File: config.mk
export PLATFORM = sky130hd
export DESIGN_NAME = dct_1d_8pt_flat
export DESIGN_NICKNAME = d
export VERILOG_FILES = /design/src/rtl/jenc_dct_pkg.sv /design/src/rtl/dct_1d_8pt_if.sv /design/src/rtl/dct_cmul4.sv /design/src/rtl/dct_1d_8pt.sv /design/src/flat_wrapper.sv
export SDC_FILE = /design/constraint.sdc
export NUM_CORES = 2
export LEC_CHECK = 0
export BUFFER_PORTS_ARGS = -buffer_cell sky130_fd_sc_hd__buf_2
export CORE_ASPECT_RATIO = 1.25
export CORE_UTILIZATION = 55
export CTS_CLUSTER_DIAMETER = 100
export CTS_CLUSTER_SIZE = 40
export DETAILED_ROUTE_END_ITERATION = 8
export PLACE_DENSITY = 0.71
export RECOVER_POWER = 25
export SETUP_SLACK_MARGIN = 0.05
export SLEW_MARGIN = 20
export SYNTH_ARGS = -nofsm -noshare
export SYNTH_HDL_FRONTEND = slang
export SYNTH_SLANG_ARGS = --single-unit
File: constraint.sdc
create_clock -name clk -period 13.1 [get_ports clk]
set_input_delay 0.655 -clock clk [delete_from_list [all_inputs] [get_ports clk]]
set_output_delay 0.655 -clock clk [all_outputs]
set_load 0.02 [all_outputs]
File: src/rtl/jenc_dct_pkg.sv
// Shared types, cosine table and rounding helper for the 8-point DCT stages.
package jenc_dct_pkg;

  typedef logic [2:0] idx_t;

  // Row/column tag that travels alongside the data through the pipeline.
  typedef struct packed {
    logic v;
    idx_t cnt;
  } tag_t;

  // C[k][n] = round(2^12 * 0.5 * c(k) * cos((2n+1)k*pi/16)), n = 0..3.
  // Points n = 4..7 are the mirror images, folded in by the butterfly.
  localparam int C_TAB_CW = 12;
  localparam int C_TAB [8][4] = '{
    '{ 1448,  1448,  1448,  1448},
    '{ 2009,  1703,  1138,   400},
    '{ 1892,   784,  -784, -1892},
    '{ 1703,  -400, -2009, -1138},
    '{ 1448, -1448, -1448,  1448},
    '{ 1138, -2009,   400,  1703},
    '{  784, -1892,  1892,  -784},
    '{  400, -1138,  1703, -2009}
  };

  // Table entry rescaled to cw fractional bits (round half up when narrowing).
  function automatic int dct_coef(input int k, input int n, input int cw);
    int c;
    c = C_TAB[k][n];
    if (cw >= C_TAB_CW) return c <<< (cw - C_TAB_CW);
    return (c + (1 <<< (C_TAB_CW - cw - 1))) >>> (C_TAB_CW - cw);
  endfunction

  // Drop cw fractional bits with round-half-up, then clamp to ow signed bits.
  function automatic longint dct_round_sat(input longint acc, input int cw, input int ow);
    longint r;
    longint hi;
    longint lo;
    r  = (acc + (longint'(1) <<< (cw - 1))) >>> cw;
    hi = (longint'(1) <<< (ow - 1)) - 1;
    lo = -(longint'(1) <<< (ow - 1));
    if (r > hi) return hi;
    if (r < lo) return lo;
    return r;
  endfunction

endpackage

File: src/rtl/dct_1d_8pt_if.sv
// Vector/cnt/valid/hold stream bundle for one DCT stage (input and output side).
interface dct_1d_8pt_if
  import jenc_dct_pkg::*;
#(
  parameter int IW = 9,
  parameter int OW = 13
);
  logic signed [IW-1:0] d [8];
  idx_t                 d_cnt;
  logic                 d_valid;
  logic                 d_hold;
  logic signed [OW-1:0] q [8];
  idx_t                 q_cnt;
  logic                 q_valid;
  logic                 q_hold;

  // The DCT stage itself.
  modport slave (
    input  d, d_cnt, d_valid, q_hold,
    output d_hold, q, q_cnt, q_valid
  );

  // Whatever feeds the stage and drains its output.
  modport master (
    output d, d_cnt, d_valid, q_hold,
    input  d_hold, q, q_cnt, q_valid
  );
endinterface

File: src/rtl/dct_cmul4.sv
// One DCT output: 4-term constant dot product (S2 products, S3 sum/round/saturate).
module dct_cmul4
  import jenc_dct_pkg::*;
#(
  parameter int K  = 0,
  parameter int IW = 9,
  parameter int OW = 13,
  parameter int CW = 12
) (
  input  logic                 clk,
  input  logic                 resetn,
  input  logic                 en_i,
  input  logic signed [IW:0]   x_i [4],
  output logic signed [OW-1:0] y_o
);
  localparam int PW = IW + 1 + CW + 1;
  localparam int AW = PW + 2;

  localparam logic signed [CW+1:0] COEF [4] = '{
    (CW+2)'(dct_coef(K, 0, CW)),
    (CW+2)'(dct_coef(K, 1, CW)),
    (CW+2)'(dct_coef(K, 2, CW)),
    (CW+2)'(dct_coef(K, 3, CW))
  };

  logic signed [PW-1:0] p_d [4];
  logic signed [PW-1:0] p_q [4];
  logic signed [AW-1:0] acc;
  logic signed [OW-1:0] y_d;
  logic signed [OW-1:0] y_q;

  // Constant products; multiplies by fixed coefficients reduce to shift-add trees.
  always_comb begin
    for (int unsigned n = 0; n < 4; n++) begin
      p_d[n] = PW'(x_i[n]) * PW'(COEF[n]);
    end
  end

  // Sum with two guard bits, then round and saturate to the output width.
  always_comb begin
    acc = AW'(p_q[0]) + AW'(p_q[1]) + AW'(p_q[2]) + AW'(p_q[3]);
    y_d = OW'(dct_round_sat(longint'(acc), CW, OW));
  end

  // S2/S3 registers, frozen while the pipeline is stalled.
  always_ff @(posedge clk) begin
    if (!resetn) begin
      p_q <= '{default: '0};
      y_q <= '0;
    end else if (en_i) begin
      p_q <= p_d;
      y_q <= y_d;
    end
  end

  assign y_o = y_q;

endmodule

File: src/rtl/dct_1d_8pt.sv
// Pipelined 8-point forward DCT-II: butterfly, constant products, round/saturate.
module dct_1d_8pt
  import jenc_dct_pkg::*;
#(
  parameter int IW = 9,
  parameter int OW = 13,
  parameter int CW = 12
) (
  input logic          clk,
  input logic          resetn,
  dct_1d_8pt_if.slave  io
);
  logic                 en;
  logic signed [IW:0]   s_d [4];
  logic signed [IW:0]   e_d [4];
  logic signed [IW:0]   s_q [4];
  logic signed [IW:0]   e_q [4];
  tag_t                 tag1_q;
  tag_t                 tag2_q;
  tag_t                 tag3_q;
  logic signed [OW-1:0] y [8];

  // Single global enable; upstream is held off during stalls and reset.
  always_comb begin
    en        = ~io.q_hold;
    io.d_hold = io.q_hold | ~resetn;
  end

  // Even/odd butterfly on mirrored sample pairs.
  always_comb begin
    for (int unsigned n = 0; n < 4; n++) begin
      s_d[n] = (IW+1)'(io.d[n]) + (IW+1)'(io.d[7-n]);
      e_d[n] = (IW+1)'(io.d[n]) - (IW+1)'(io.d[7-n]);
    end
  end

  // S1 data registers and the valid/index tag pipeline (3 stages).
  always_ff @(posedge clk) begin
    if (!resetn) begin
      s_q    <= '{default: '0};
      e_q    <= '{default: '0};
      tag1_q <= '0;
      tag2_q <= '0;
      tag3_q <= '0;
    end else if (en) begin
      s_q    <= s_d;
      e_q    <= e_d;
      tag1_q <= '{v: io.d_valid, cnt: io.d_cnt};
      tag2_q <= tag1_q;
      tag3_q <= tag2_q;
    end
  end

  for (genvar k = 0; k < 8; k++) begin : g_coef
    if (k % 2 == 0) begin : g_even
      dct_cmul4 #(.K(k), .IW(IW), .OW(OW), .CW(CW)) u_cmul (
        .clk    (clk),
        .resetn (resetn),
        .en_i   (en),
        .x_i    (s_q),
        .y_o    (y[k])
      );
    end else begin : g_odd
      dct_cmul4 #(.K(k), .IW(IW), .OW(OW), .CW(CW)) u_cmul (
        .clk    (clk),
        .resetn (resetn),
        .en_i   (en),
        .x_i    (e_q),
        .y_o    (y[k])
      );
    end
  end

  // Output bundle straight from the final-stage registers.
  always_comb begin
    io.q       = y;
    io.q_cnt   = tag3_q.cnt;
    io.q_valid = tag3_q.v;
  end

endmodule

File: src/flat_wrapper.sv
// flat-port wrapper written by rule: the top's interface ports become plain ports
module dct_1d_8pt_flat import jenc_dct_pkg::*;
#(
  parameter int IW = 9,
  parameter int OW = 13,
  parameter int CW = 12
)
  (clk, resetn, io_d, io_d_cnt, io_d_valid, io_q_hold, io_d_hold, io_q, io_q_cnt, io_q_valid);
  dct_1d_8pt_if #(.IW(IW), .OW(OW)) io_i ();
  input logic clk;
  input logic resetn;
  input wire logic [$bits(io_i.d)-1:0] io_d;
  input wire logic [$bits(io_i.d_cnt)-1:0] io_d_cnt;
  input wire logic [$bits(io_i.d_valid)-1:0] io_d_valid;
  input wire logic [$bits(io_i.q_hold)-1:0] io_q_hold;
  output wire logic [$bits(io_i.d_hold)-1:0] io_d_hold;
  output wire logic [$bits(io_i.q)-1:0] io_q;
  output wire logic [$bits(io_i.q_cnt)-1:0] io_q_cnt;
  output wire logic [$bits(io_i.q_valid)-1:0] io_q_valid;
  assign io_i.d = {>>{io_d}};
  assign io_i.d_cnt = io_d_cnt;
  assign io_i.d_valid = io_d_valid;
  assign io_i.q_hold = io_q_hold;
  assign io_d_hold = io_i.d_hold;
  assign io_q = {>>{io_i.q}};
  assign io_q_cnt = io_i.q_cnt;
  assign io_q_valid = io_i.q_valid;
  dct_1d_8pt #(.IW(IW), .OW(OW), .CW(CW)) u_core (.clk(clk), .resetn(resetn), .io(io_i));
endmodule
Word-level counts from Yosys, hierarchy flattened
Cells that the tools add are included.
W data, S select, Z words.
{"block": "totals", "word_cells": 196, "inputBits": 79, "register_bits": 782, "out_inout_bits": 109}
{"block": "op_classes", "magnitude_cmp": 16, "mux": 56, "mul": 30, "n_bitwise": 2, "n_addsub": 40}
{"op": "$mux W13", "n": 24}
{"op": "$add A25 B13 Y26 const B", "n": 8}
{"op": "$mul A10 B12 Y22 const B", "n": 8}
{"op": "$add A24 B22 Y25", "n": 6}
{"op": "$add A23 B22 Y24", "n": 6}
{"op": "$mul A10 B9 Y19 const B", "n": 6}
{"op": "$gt A14 B13 Y1 const B", "n": 8}
{"op": "$lt A14 B13 Y1 const B", "n": 8}
{"op": "$mux W12", "n": 8}
{"op": "$add A22 B22 Y23", "n": 4}
{"op": "$mul A10 B11 Y21 const B", "n": 4}
{"op": "$mul A10 B10 Y20 const B", "n": 4}
{"op": "$mul A10 B7 Y17 const B", "n": 4}
{"op": "$mul A10 B6 Y16 const B", "n": 4}
{"op": "$add A9 B9 Y10", "n": 4}
{"op": "$sub A9 B9 Y10", "n": 4}
{"op": "$add A24 B20 Y25", "n": 1}
{"op": "$add A24 B21 Y25", "n": 1}
{"op": "$add A23 B20 Y24", "n": 1}
{"op": "$add A23 B21 Y24", "n": 1}
{"op": "$mux W1", "n": 24}
{"op": "$add A20 B22 Y23", "n": 1}
{"op": "$add A21 B22 Y23", "n": 1}
{"op": "$add A22 B20 Y23", "n": 1}
{"op": "3 further kinds", "n": 3}

Depth between registers and ports, before layout
{"block": "logic_depth", "ltp_word": 9, "mapped_depth": 21}

Modules after synthesis
Synthesis repeated with hierarchy kept, for this count alone.
{"block": "unflattened", "hier_cells": 11681, "hier_area_um2": 108600.4}
{"mod": "dct_cmul4 at u_core.g_coef[3].g_odd.u_cmul", "n_inst": 1, "seq_area_each_um2": 1881.8, "cells_each": 1487, "area_each_um2": 14164.8}
{"mod": "dct_cmul4 at u_core.g_coef[7].g_odd.u_cmul", "n_inst": 1, "seq_area_each_um2": 1881.8, "cells_each": 1478, "area_each_um2": 13852.0}
{"mod": "dct_cmul4 at u_core.g_coef[5].g_odd.u_cmul", "n_inst": 1, "seq_area_each_um2": 1881.8, "cells_each": 1424, "area_each_um2": 13202.7}
{"mod": "dct_cmul4 at u_core.g_coef[1].g_odd.u_cmul", "n_inst": 1, "seq_area_each_um2": 1881.8, "cells_each": 1342, "area_each_um2": 12708.4}
{"mod": "dct_cmul4 at u_core.g_coef[4].g_even.u_cmul", "n_inst": 1, "seq_area_each_um2": 1781.7, "cells_each": 1307, "area_each_um2": 12320.6}
{"mod": "dct_cmul4 at u_core.g_coef[2].g_even.u_cmul", "n_inst": 1, "seq_area_each_um2": 1741.7, "cells_each": 1323, "area_each_um2": 12281.8}
{"mod": "dct_cmul4 at u_core.g_coef[6].g_even.u_cmul", "n_inst": 1, "seq_area_each_um2": 1741.7, "cells_each": 1303, "area_each_um2": 12049.1}
{"mod": "dct_cmul4 at u_core.g_coef[0].g_even.u_cmul", "n_inst": 1, "seq_area_each_um2": 1781.7, "cells_each": 1251, "area_each_um2": 11618.6}
{"mod": "dct_1d_8pt", "n_inst": 1, "seq_area_each_um2": 1761.7, "cells_each": 766, "area_each_um2": 6402.4}

Worst setup path after synthesis
OpenSTA, ideal clock, no wires.
{"block": "synth_path", "kind": "flip-flop to flip-flop", "start": "register u_core.s_q[20] (netlist bit)", "end": "register u_core.g_coef[6].g_even.u_cmul.p_q[66] (netlist bit)", "setup_slack_ns": 7.830, "required_ns": 12.983, "setup_time_ns": 0.117, "stages_incl_launch_ff": 15, "t_arrival_ns": 5.152, "n_path_buf": 0, "path_cell_list": "dfxtp_1 > inv_1 > fa_1 > fa_1 > fa_1 > inv_1 > fa_1 > inv_1 > ha_1 > a21o_1 > a31o_2 > a41oi_1 > a21oi_1 > or3_1 > a32o_1"}
{"block": "synth_via", "elab_chain_len": 1}
{"element": "start, declared", "line": "dct_1d_8pt.sv:16", "rtl": "logic signed [IW:0] s_q [4];"}
{"element": "start signal, assigned", "line": "dct_1d_8pt.sv:40", "rtl": "s_q <= '{default: '0};"}
{"element": "start signal, assigned", "line": "dct_1d_8pt.sv:46", "rtl": "s_q <= s_d;"}
{"element": "$mul A10 B10 Y20", "line": "dct_cmul4.sv:35", "rtl": "p_d[n] = PW'(x_i[n]) * PW'(COEF[n]);"}
{"element": "end signal, assigned", "line": "dct_cmul4.sv:51", "rtl": "p_q <= p_d;"}
{"element": "end, declared", "line": "dct_cmul4.sv:27", "rtl": "logic signed [PW-1:0] p_q [4];"}
No other way between the ends.
A chain may end at the register's enable or synchronous reset.

==> summary.txt <==
Clock network
  • CTS max path bufs: 3
  • CTS sink count: 706
  • Post-CTS Setup Repair Bufs: 0
  • Clk root buf: clkbuf_16
  • # hold bufs at CTS: 0
  • CTS buffer count: 41
  • Clock-pin slew on the worst setup and hold paths: 0.14 ns
  • Clk_lat worst skew: 0.73 ns
  • H-tree Lvls: 2
  • PostCTS Resize Cnt: 0
  • CTS tree: built

Power and ir drop
  • Maximum VDD drop: 0.199 mV
  • Pwr Density: 218 nW/um2
  • Leak: 51.1 nW

Synthesis
  • Ys Warns: 0
  • Syn Std Cell Area: 91500 um2
  • Flops & latches, synth: 706
  • FFs w/ async S/R, synth: 0%
  • Syn Inst Count: 10150
  • Mux cell area share after synthesis: 1.79%
  • Post-synth cell types: 88
  • Post-Synth XOR/XNOR Area: 5.48%
  • Mean post-synth cell area: 9.01 um2
  • Synth Area in Compound Gates: 11.9%
  • Main synth FF type: dfxtp_1
  • Adder-Cell Fraction of Synth Area: 47.4%
  • Largest family of logic cells by synthesized area: adder cells
  • Post-synth EDFFs: 0
  • Synth Area in Simple Gates: 8.43%
  • Syn Nets: 13056
  • Seq/Total Area, Yosys: 15.5%

Place
  • HPWL Detailed: approximately 240000 um
  • RD Place Congestion: 1.01
  • I/O Buffers: approximately 190
  • Area after DPL: 94800 um2

Timing
  • Max_slew headroom: -156%
  • RSZ-0062 raised after global routing: false
  • Peak Freq: 109 MHz
  • Skew final: ~0.068 ns
  • Hold WS: 0.160 ns
  • Setup TNS: 0 ns
  • Final Slew Violations: 587
  • Final setup viols: 0
  • Final critical-path share of the clock period: a little over two thirds
  • Slew @ Worst Pin: 3.84 ns
  • Crit path time final: 9.20 ns
  • Final Hold Fails: 0

Floorplan
  • Top Ports: 188
  • Die area: 168000 um2
  • Die height: 458 um
  • Core Region: 164000 um2
  • Die width: 367 um
  • Row cnt: 166
  • Starting Density: 55.6%

Cells and area
  • Total area of sequential cells: 14100 um2
  • Area taken by multi-input logic gates: 68600 um2
  • Design area: 96400 um2
  • Most common cell after layout, fill and taps aside: inv_1
  • Most frequent cells in the layout: inv_1 (2115), ha_1 (1781), fa_1 (1046), nand2_1 (705), dfxtp_1 (703)
  • Layout cells sized above 1: 2.85%
  • Area grow syn2layout: 5.42%
  • Total Nets Final: ~13000
  • Fillers: between 10000 and 15000

Outcome
  • Status: finished with violations
  • Violated checks: max-capacitance violations, max-slew violations

Global routing
  • Overflow after GRT: 0
  • Initial antenna violation count: 20
  • All-Layer GR Usage: 34.5%
  • GR peak layer: met2
  • GR Util met1: 37.8%
  • Met2 GRT Util: 59.7%
  • Number of global-route vias before repair: 72557
  • Grt met3 use: 3.65%
  • First-pass GRT wire length: 435000 um
  • Largest net degree at the start of global routing: 144

Routing
  • WL/cell: around 23 um
  • Final ANT Viol Nets: 0
  • Drt via density: 5.57
  • Total Wirelength: 287000 um
  • Via count: 69327
  • DRC: 0
  • TritonRoute pass-1 iters: 5
  • DRT iter0 DRCs: 3764

Min path
  • Worst hold path depth: 3
  • Hold WC Path Type: input pin to flip-flop
  • Hold Path Sink: u_core.tag1_q[3]$_SDFFE_PN0N_
  • Hold_sp: io_d_valid

Critical path
  • Critical path peak fanout: 51
  • Worst path slowest cell: clkinvlp_2
  • Cell mode on critical path: clkbuf_1
  • Critical Path RT: 13.66 ns
  • Worst setup startpoint: io_q_hold
  • Type of the worst setup path: input pin to flip-flop
  • Worst r2r src: u_core.e_q[18]$_SDFFE_PN0N_
  • CP startpoint kind: input pin
  • Reg-to-reg setup timing slack: between 7 and 8 ns
  • Worst path cell trace: clkbuf_1 > clkinvlp_2 > clkbuf_1 > clkbuf_1 > nand2_1 > a21oi_1
  • Reg2Reg Capture Point: u_core.g_coef[7].g_odd.u_cmul.p_q[44]$_SDFFE_PN0N_
  • Crit-path max cell delay: 3.44 ns
  • WP buf/inv: 4
  • Register-to-Register Path Depth: 19
  • CP top delay family: buffers and inverters
  • Critical Path End Type: flip-flop
  • CP arrival: 9.76 ns

Run
  • Max Cap Viol: 12
[logic make-up (layout without fill, tap and decap cells)]
group,count (synthesis),in the layout
muxes,163,163
adders and majority gates,2837,2837
and+or+nand+nor,1758,1758
other,0,6
buffers and inverters,2340,2437
xor gates and xnor gates,571,571
DFF,706,706
AOI/OAI and AO/OA,1775,1775
[worst reg2reg max path, delay by kind of cell (launching register included)]
| family | cells | cell delay [ns] |
|---|---|---|
| buffers and inverters | 3 | 0.46 |
| AND/OR/NAND/NOR | 1 | 0.14 |
| flip-flops | 1 | 0.80 |
| multiplexers | 1 | 0.32 |
| adder cells (fa/ha/maj) | 6 | 2.60 |
| AO/OA/AOI/OAI | 8 | 1.50 |
[cell type report]
class                           count  area share [%]
Antenna cell                        6          0.0156
Multi-Input combinational cell   7104            71.1
Clock buffer                       41            1.06
Timing Repair Buffer              243            1.26
Tap cell                         2184            2.83
Clock inverter                     31           0.768
Inverter                         2122            8.27
Sequential cell                   706            14.7
[report_power, final]
group / leakage, nW / total [W] / internal (W) / switching [W]
clock: 0.805 / 0.00176 / 0.000689 / 0.00107
sequential: 5.82 / 0.00328 / 0.00270 / 0.000572
combinational: 44.5 / 0.0160 / 0.00629 / 0.00973
[flip-flops by register name, indices dropped and copies added (netlist names)]
signal                           cells
u_core.g_coef.g_odd.u_cmul.y_o      52
u_core.tag2_q                        4
u_core.io.q_valid                    1
u_core.tag1_q                        4
u_core.g_coef.g_odd.u_cmul.p_q     271
u_core.g_coef.g_even.u_cmul.y_o     52
u_core.io.q_cnt                      3
u_core.g_coef.g_even.u_cmul.p_q    243
u_core.e_q                          38
u_core.s_q                          38
[cell usage after synthesis, types with 160 or more instances]
cell type | instances | area share [%]
ha_1 | 1781 | 24
inv_1 | 2116 | 8.7
o21ai_0 | 407 | 2.2
nand2_1 | 705 | 2.9
xnor2_1 | 388 | 3.7
fa_1 | 1046 | 23
dfxtp_1 | 706 | 15
mux2i_1 | 160 | 1.8
xor2_1 | 182 | 1.7
a21oi_1 | 696 | 3.8
clkbuf_1 | 176 | 0.72
nor2_1 | 545 | 2.2
[routing by layer]
layer,part of all wire [%],vias to the layer above
li1,-,32981
met2,48,1583
met4,11,12
met1,37,34099
met3,4.0,652
met5,0.026,-
[how the worst max path moves through the flow]
stage,slack (ns),endpoint,depth (start not counted)
after floorplan,7.83,u_core.g_coef[6].g_even.u_cmul.p_q[66]$_SDFFE_PN0N_,14
after global placement,7.18,u_core.g_coef[1].g_odd.u_cmul.p_q[67]$_SDFFE_PN0N_,19
after detailed placement,7.22,u_core.g_coef[6].g_even.u_cmul.y_o[4]$_SDFFE_PN0N_,16
after CTS,7.16,u_core.g_coef[6].g_even.u_cmul.y_o[4]$_SDFFE_PN0N_,16
after global routing,3.58,u_core.g_coef[6].g_even.u_cmul.p_q[12]$_SDFFE_PN0N_,6
final,3.90,u_core.g_coef[0].g_even.u_cmul.p_q[13]$_SDFFE_PN0N_,6
[per-stage QoR]
stage,worst slack [ns],power (W),utilization (%),std cells
after CTS,7.16,0.0211,58.7,12431
after floorplan,7.83,0.0141,-,10150
after detailed placement,7.22,0.0191,57.6,12359
after global placement,7.18,0.0188,57.6,12359
final,3.90,0.0211,58.6,12437
after global routing,3.58,0.0230,58.6,12433
(Power assumes the default switching activity.)
